## src/rtl/riscv_pkg.sv

```systemverilog
// Shared types and helpers for the operand-fetch stage of the risky pipeline.
// Latency: none (types and pure functions only).
// Backpressure: not applicable.
package riscv_pkg;

    localparam int XLEN       = 32;
    localparam int REG_ADDR_W = 5;
    localparam int NREG       = 32;

    typedef logic [REG_ADDR_W-1:0] reg_addr_t;
    typedef logic [XLEN-1:0]       xword_t;
    typedef logic [NREG-1:0]       busy_vec_t;

    localparam reg_addr_t REG_X0 = 5'd0;

    // Payload that rides alongside the resolved operands into execute.
    typedef struct packed {
        reg_addr_t rd;
        logic      rd_we;
        xword_t    imm;
        xword_t    pc;
    } of_payload_t;

    // Resolve one source operand: x0 is hard zero, then same-cycle writeback
    // bypass, otherwise the register file's combinational read data.
    function automatic xword_t resolve_operand(
        input reg_addr_t rs,
        input logic      wb_valid,
        input reg_addr_t wb_rd,
        input xword_t    wb_data,
        input xword_t    rf_rdata
    );
        xword_t val;
        if (rs == REG_X0) begin
            val = '0;
        end else if (wb_valid && (wb_rd == rs)) begin
            val = wb_data;
        end else begin
            val = rf_rdata;
        end
        return val;
    endfunction

    // Read-after-write hazard for one source. A busy bit being cleared by
    // this cycle's writeback is not a hazard because the bypass supplies the
    // value. The held output entry is checked separately since its busy bit
    // only appears the cycle after it is handed to execute.
    function automatic logic raw_hazard(
        input reg_addr_t rs,
        input busy_vec_t busy,
        input logic      wb_valid,
        input reg_addr_t wb_rd,
        input logic      held_valid,
        input logic      held_rd_we,
        input reg_addr_t held_rd
    );
        logic busy_hit;
        logic held_hit;
        busy_hit = busy[rs] && !(wb_valid && (wb_rd == rs));
        held_hit = held_valid && held_rd_we && (held_rd == rs);
        return (rs != REG_X0) && (busy_hit || held_hit);
    endfunction

endpackage

```

## src/rtl/operand_fetch_scoreboard.sv

```systemverilog
// Busy-bit scoreboard: one flop per architectural register awaiting writeback.
// Latency: set/clear become visible on busy one cycle after the request.
// Backpressure: none; set and clear are accepted every cycle, set wins on a collision.
module operand_fetch_scoreboard
    import riscv_pkg::*;
(
    input  logic            clk,
    input  logic            rstd,
    input  logic            set_en,
    input  logic [4:0]      set_addr,
    input  logic            clr_en,
    input  logic [4:0]      clr_addr,
    output logic [NREG-1:0] busy
);

    logic [NREG-1:0] busy_next;

    // Apply clear first so a same-cycle set on the same register wins; x0 never busy.
    always_comb begin
        busy_next = busy;
        if (clr_en) begin
            busy_next[clr_addr] = 1'b0;
        end
        if (set_en) begin
            busy_next[set_addr] = 1'b1;
        end
        busy_next[REG_X0] = 1'b0;
    end

    // Busy flops, dropped immediately on reset.
    always_ff @(posedge clk or negedge rstd) begin
        if (!rstd) begin
            busy <= '0;
        end else begin
            busy <= busy_next;
        end
    end

endmodule

```

## src/rtl/operand_fetch.sv

```systemverilog
// Operand fetch: reads the register file, bypasses writeback, stalls RAW hazards.
// Latency: decode handshake at edge N presents ex_valid from N+1; 1 instr/cycle.
// Backpressure: one-entry output register; id_ready drops on hazard, flush, or full-and-stalled.
module operand_fetch
    import riscv_pkg::*;
(
    input  logic            clk,
    input  logic            rstd,

    input  logic            id_valid,
    output logic            id_ready,
    input  logic [4:0]      id_rs1,
    input  logic [4:0]      id_rs2,
    input  logic [4:0]      id_rd,
    input  logic            id_rd_we,
    input  logic [XLEN-1:0] id_imm,
    input  logic [XLEN-1:0] id_pc,

    output logic [4:0]      rf_raddr1,
    output logic [4:0]      rf_raddr2,
    input  logic [XLEN-1:0] rf_rdata1,
    input  logic [XLEN-1:0] rf_rdata2,

    input  logic            wb_valid,
    input  logic [4:0]      wb_rd,
    input  logic [XLEN-1:0] wb_data,

    input  logic            flush,

    output logic            ex_valid,
    input  logic            ex_ready,
    output logic [XLEN-1:0] ex_rs1_val,
    output logic [XLEN-1:0] ex_rs2_val,
    output logic [4:0]      ex_rd,
    output logic            ex_rd_we,
    output logic [XLEN-1:0] ex_imm,
    output logic [XLEN-1:0] ex_pc
);

    // Held output entry.
    logic        valid_q;
    xword_t      rs1_q;
    xword_t      rs2_q;
    of_payload_t pl_q;

    // Decode-side combinational results.
    xword_t      rs1_val;
    xword_t      rs2_val;
    of_payload_t id_pl;
    logic        hazard_rs1;
    logic        hazard_rs2;
    logic        hazard;
    logic        slot_free;
    logic        capture;
    logic        issue;

    logic [NREG-1:0] busy;

    // The register file is addressed straight from decode.
    assign rf_raddr1 = id_rs1;
    assign rf_raddr2 = id_rs2;

    // Operand resolution for both sources and packing of the passthrough payload.
    always_comb begin
        rs1_val     = resolve_operand(id_rs1, wb_valid, wb_rd, wb_data, rf_rdata1);
        rs2_val     = resolve_operand(id_rs2, wb_valid, wb_rd, wb_data, rf_rdata2);
        id_pl       = '0;
        id_pl.rd    = id_rd;
        id_pl.rd_we = id_rd_we;
        id_pl.imm   = id_imm;
        id_pl.pc    = id_pc;
    end

    // Hazard check on both sources; decode zeroes unused sources so x0 never stalls.
    always_comb begin
        hazard_rs1 = raw_hazard(id_rs1, busy, wb_valid, wb_rd, valid_q, pl_q.rd_we, pl_q.rd);
        hazard_rs2 = raw_hazard(id_rs2, busy, wb_valid, wb_rd, valid_q, pl_q.rd_we, pl_q.rd);
        hazard     = hazard_rs1 || hazard_rs2;
    end

    // Handshake decisions: accept only when the slot is empty or draining this cycle.
    always_comb begin
        slot_free = !valid_q || ex_ready;
        id_ready  = !flush && !hazard && slot_free;
        capture   = id_valid && id_ready;
        issue     = valid_q && ex_ready;
    end

    // Output valid: set on capture, cleared by drain or flush (flush already blocks capture).
    always_ff @(posedge clk or negedge rstd) begin
        if (!rstd) begin
            valid_q <= 1'b0;
        end else if (capture) begin
            valid_q <= 1'b1;
        end else if (flush || ex_ready) begin
            valid_q <= 1'b0;
        end
    end

    // Output data: loads only on capture so it stays stable under backpressure.
    always_ff @(posedge clk or negedge rstd) begin
        if (!rstd) begin
            rs1_q <= '0;
            rs2_q <= '0;
            pl_q  <= '0;
        end else if (capture) begin
            rs1_q <= rs1_val;
            rs2_q <= rs2_val;
            pl_q  <= id_pl;
        end
    end

    assign ex_valid   = valid_q;
    assign ex_rs1_val = rs1_q;
    assign ex_rs2_val = rs2_q;
    assign ex_rd      = pl_q.rd;
    assign ex_rd_we   = pl_q.rd_we;
    assign ex_imm     = pl_q.imm;
    assign ex_pc      = pl_q.pc;

    // Destination goes busy once execute takes the entry; writeback retires it.
    operand_fetch_scoreboard u_scoreboard (
        .clk      (clk),
        .rstd     (rstd),
        .set_en   (issue && pl_q.rd_we),
        .set_addr (pl_q.rd),
        .clr_en   (wb_valid),
        .clr_addr (wb_rd),
        .busy     (busy)
    );

endmodule

```

## config.mk

```make
export PLATFORM = sky130hd
export DESIGN_NAME = operand_fetch
export DESIGN_NICKNAME = d
export VERILOG_FILES = /design/src/rtl/riscv_pkg.sv /design/src/rtl/operand_fetch_scoreboard.sv /design/src/rtl/operand_fetch.sv
export SDC_FILE = /design/constraint.sdc
export NUM_CORES = 1
export LEC_CHECK = 0
export BUFFER_PORTS_ARGS = -buffer_cell sky130_fd_sc_hd__buf_2
export CAP_MARGIN = 20
export CORE_AREA = 2 2 128 130
export CTS_CLUSTER_SIZE = 40
export DETAILED_ROUTE_END_ITERATION = 8
export DIE_AREA = 0 0 130 132
export PLACE_DENSITY = 0.92
export SLEW_MARGIN = 20
export SYNTH_ARGS = -nofsm -noshare
export SYNTH_HDL_FRONTEND = slang
export SYNTH_SLANG_ARGS = --single-unit
```

## constraint.sdc

```tcl
create_clock -name clk -period 7 [get_ports clk]
set_input_delay 0.35 -clock clk [delete_from_list [all_inputs] [get_ports clk]]
set_output_delay 0.35 -clock clk [all_outputs]
set_load 0.005 [all_outputs]
```

---- Word level (Yosys, flattened, before mapping) ----
Index checks and enable logic that the tools add are counted.
Widths: inputs -> output; s select.
storage, ports and cells
  bits in registers ....................... 166
  output and inout port bits .............. 146
  word-level logic and storage cells ...... 68
operators by class
  magnitude comparators ................... 6
  equality and inequality tests ........... 4
  multiplexer cells ....................... 16
  bitwise operators ....................... 3
  reductions and logical operators ........ 31
operator list
  kind                count
  $mux 32             6
  $and 32x32->32      1
  $not 32->32         1
  $or 32x32->32       1
  $lt 5x6->1 const B  4
  $eq 5x5->1          4
  $logic_and 1x1->1   16
  $bmux 1 s5          2
  $demux 1 s5         2
  $ge 5x1->1 const B  2
  $logic_not 5->1     2
  $reduce_bool 5->1   2
  $mux 1              6
  $logic_not 1->1     5
  $logic_or 1x1->1    5
  $reduce_bool 2->1   1

---- Logic depth before layout (Yosys ltp) ----
  depth in word-level cells ............... 12
  mapped depth ............................ 10
  mapped depth without buffers ............ 6

---- Hierarchy ----
From an unflattened synthesis, not the netlist that was laid out.
unflattened totals
  cells, all modules ...................... 653
  area total of the unflattened synthesis .. 8464.4 um2
modules (own cells, without submodules)
  module                    times used  cells an instance  area each (um2)
  operand_fetch             1           533                7185.6
  operand_fetch_scoreboard  1           120                1278.7

---- Worst setup path before layout ----
OpenSTA, ideal clock, no wires.
  path type ............................... input to register
  start ................................... input id_rs2[0]
  end ..................................... register pl_q (netlist bit ex_imm[0])
  setup time .............................. 0.127 ns
  arrival ................................. 2.614 ns
  data required time ...................... 6.873 ns
  slack ................................... 4.259 ns
  stages on the path ...................... 9
  path buffers ............................ 3
  cell sequence ........................... buf_2 -> mux4_2 -> nor3b_1 -> o41ai_1 -> a21oi_1 -> a211oi_4 -> buf_6 -> buf_6 -> mux2_1
between the ends
  cells in the longest elaborated chain, start to end .. 11
  elaborated cells between the ends (all ways) .. 16
  classes of those cells .................. eq/ne (2); mux (2); reduce/logical (12)
RTL lines
  element                                             RTL line              source
  start, declared                                     operand_fetch.sv:13   input logic [4:0] id_rs2,
  branches (longest 5 deep; another with $bmux 1 s5)  n/a
  $logic_and 1x1->1 (*)                               riscv_pkg.sv:61       return (rs != REG_X0) && (busy_hit || held_hit);
  $logic_or 1x1->1 (*)                                operand_fetch.sv:78   hazard = hazard_rs1 || hazard_rs2;
  $logic_not 1->1 (*)                                 operand_fetch.sv:84   id_ready = !flush && !hazard && slot_free;
  $logic_and 1x1->1 (*) (2 in a row)                  operand_fetch.sv:84
  $logic_and 1x1->1 (*)                               operand_fetch.sv:85   capture = id_valid && id_ready;
  end signal, assigned                                operand_fetch.sv:109  pl_q <= id_pl;
  end, declared                                       operand_fetch.sv:44   of_payload_t pl_q;
Every way passes the cells marked *. The select of a mux whose other input is x is not followed.
A chain may end at the register's enable or synchronous reset.

---- Worst setup path after layout ----
  start ................................... input id_rs1[1]
  end ..................................... register rs1_q[30], in the netlist ex_rs1_val[30]
between the ends
  cells in the longest elaborated chain, start to end .. 11
  elaborated cells between the ends (all ways) .. 19
  classes of those cells .................. eq/ne (2); mux (4); reduce/logical (13)
RTL lines
  element                                              RTL line              source
  start, declared                                      operand_fetch.sv:12   input logic [4:0] id_rs1,
  branches (longest 11 deep; another with $bmux 1 s5)  n/a
  end signal, assigned                                 operand_fetch.sv:107  rs1_q <= rs1_val;
  end, declared                                        operand_fetch.sv:42   xword_t rs1_q;
Several ways; the timed one is not identified. The select of a mux whose other input is x is not followed.

==> impl_metrics.csv <==
group,metric,value,unit
floorplanning,fp-row-count,46,
grt,grt_pass1_vias,7104,
timing,slew_viol_final,0,
clocking,numCtsBuffers,17,
grt,grt_usage,0.290,
detailed_routing,firstDrtPassIters,5,
power_and_ir_drop,power_density,294,mW/mm^2
grt,grt_pass1_wl,37900,um
logic_synthesis,synthCells,667,
logic_synthesis,yosys.cell_types.count,41,
floorplanning,fp.dieW,130,um
worst_setup_path,required,7.30,ns
logic_synthesis,ys.flop_type,"dfrtp_1",
logic_synthesis,seq_area_frac_synth,0.506,
floorplanning,die_h,132,um
grt,antenna_found_initial,4,
placement,place_area,0.00990,sq mm
detailed_routing,drtIter0Drc,511,
power_and_ir_drop,ir_drop,0.178,mV
timing,tns,0,ns
outcome,status,"complete, but fails checks",
floorplanning,io_pins,333,
clocking,hold_buffers,0,
timing,setup_viol,0,
logic_synthesis,ys_top_cells_by_count,"166 x dfrtp_1, 86 x mux2_2, 70 x mux2i_1, 69 x nor2_1, 62 x o21ai_0",
timing,min_period_over_period,0.444,
logic_synthesis,yosysMostFrequentCell,"dfrtp_1",
floorplanning,initial_core_util,0.523,
clocking,clock-sinks,166,
grt,overflow,0,
timing,relSlewSlack,0.406,
finish,drive_above_1_share,0.486,
floorplanning,core,0.0157,sq mm
detailed_routing,vias,6742,
clocking,ctsLongestPathBuffers,2,
worst_setup_path,r2r_slack,3.92,ns
flow_run,drv_cap,0,
finish,finish.instance_area,0.0105,sq mm
clocking,htreeDepth,4,
logic_synthesis,synth_area,0.00822,sq mm
detailed_routing,wire_per_inst,20.6,um
logic_synthesis,yosysWarnings,0,
detailed_routing,drt_wl_total,24700,um
timing,max_freq,322,MHz
finish,syn2layout_area_growth,27.6,%
logic_synthesis,async_flop_share,1.00,
timing,worst_slew_pin_slew,0.892,ns
power_and_ir_drop,leakage,4.84,nW
clocking,clockRootBuffer,"clkbuf_16",
timing,final.min_clock_period,3.11,ns
detailed_routing,routed_via_density,5.64,
placement,dp_hpwl,18100,um
finish,nNetsFinal,1155,
worst_setup_path,crit_arrival,3.41,ns
outcome,violations,"negative hold slack",
clocking,post_cts_resized,0,
clocking,cts_setup_buffers,0,
worst_hold_path,hp-class,"input pin to async pin",
clocking,clk_latency,0.42,ns
logic_synthesis,syn_area_per_cell,12.3,sq um
timing,finalHoldViolCount,6,
timing,rsz0062_at_grt,"no",
timing,hold_ws,-0.00525,ns
logic_synthesis,synth_top_area_share,0.506,
logic_synthesis,synth_edf_count,0,
logic_synthesis,yosys.area.top_type,"dfrtp_1",
logic_synthesis,synth_nets,854,
clocking,clk_pin_slew,0.06,ns
placement,io_buffers,332,
logic_synthesis,ys_ff_latch,166,
grt,grt_max_degree,95,
clocking,cts_tree,"yes",
placement,gp_congestion,0.944,
timing,skew,0.0103,ns
logic_synthesis,synthTopCellsByArea,"dfrtp_1 51%, mux2_2 12%, mux2i_1 8.5%",
worst_setup_path,crit_path_start_kind,"input pin",
worst_setup_path,worstSetupEndpointType,"flop",
worst_setup_path,worstPathMaxFanout,86,
finish,final_util,0.667,
floorplanning,die_area,0.0172,sq mm
worst_setup_path,worstSetupPathType,"input pin to flop",
detailed_routing,drc_errors,0,
detailed_routing,drtAntennaViolNets,0,
## sequential cells by signal (all words and copies together), names as in the netlist
register and cells:
ex_pc 32, ex_rs2_val 32, u_scoreboard.busy 31, ex_valid 1, ex_rd_we 1, ex_imm 32, ex_rs1_val 32, ex_rd 5
## through the flow
stage	power, mW	worst slack (ns)	hold WS, ns	instances
after global placement	2.11	3.45	0.462	1165
after global routing	3.24	3.75	0.0519	1196
after floorplan	1.74	4.26	0.0544	667
final	3.08	3.89	-0.00525	1196
after CTS	3.09	3.72	0.0216	1195
after detailed placement	2.17	3.28	0.472	1165
## power by group
part           internal [mW]  switching, mW  total [mW]  leakage (nW)
Clock                  0.544          0.379       0.923         0.287
Combinational          0.422          0.354       0.776          2.54
Sequential              1.21          0.169        1.38          2.02
## final cells by class
type                            count  area [sq um]
Antenna cell                        1          2.50
Clock buffer                       20           457
Clock inverter                     10           123
Fill cell                        1179          5230
Inverter                            5          18.8
Multi-Input combinational cell    439          3730
Sequential cell                   166          4150
Tap cell                          216           270
Timing Repair Buffer              339          1720
## logic make-up (layout without fill, tap and decap cells)
logic type             Yosys count  after routing  synth area share
XOR/XNOR                        20             20            0.0213
AO/OA/AOI/OAI                   79             79            0.0550
buffers and inverters           62            374            0.0419
flip-flops                     166            166             0.506
multiplexers                   217            217             0.302
AND/OR/NAND/NOR                123            123            0.0743
other                            0              1                 0
## critical path, stage by stage
cell	delay, ns
buf_2	0.30
xor2_1	0.14
nor4_1	0.24
and3_2	0.23
buf_4	0.49
a211oi_1	0.19
a211oi_4	0.32
buf_6	0.58
mux2_2	0.42
## worst paths after layout
kind,start,to,cells after the start
worst min-delay path,rstd,ex_pc[23],1
worst max-delay path,id_rs1[1],ex_rs1_val[30],9
max in group asynchronous,rstd,ex_rs2_val[10],2
min in group clk,id_imm[12],ex_imm[12],2
worst max register to register,u_scoreboard.busy[31],ex_rs1_val[30],7
worst min register to register,ex_rs2_val[7],ex_rs2_val[7],1
## placed cells by master, fill, tap and decap left out, drive strengths merged, types with 4 or more instances in the layout
master / count
xnor2: 10
mux2: 136
dfrtp: 166
or3: 4
a31oi: 4
clkinv: 6
nand3b: 10
clkbuf: 20
mux2i: 70
buf: 339
inv: 7
or3b: 5
xor2: 10
mux4: 11
nand2: 7
and3: 4
nand3: 9
nor2: 69
o21ai: 62
## metal layers
| metal | up-vias | part of all wire | global-route usage |
|---|---|---|---|
| met5 | - | 0.0011 | 0 |
| met3 | 80 | 0.10 | 0.105 |
| li1 | 2973 | - | - |
| met2 | 407 | 0.48 | 0.471 |
| met4 | 4 | 0.043 | 0.139 |
| met1 | 3278 | 0.37 | 0.340 |
No activity file was read; power rests on OpenSTA's default activity.
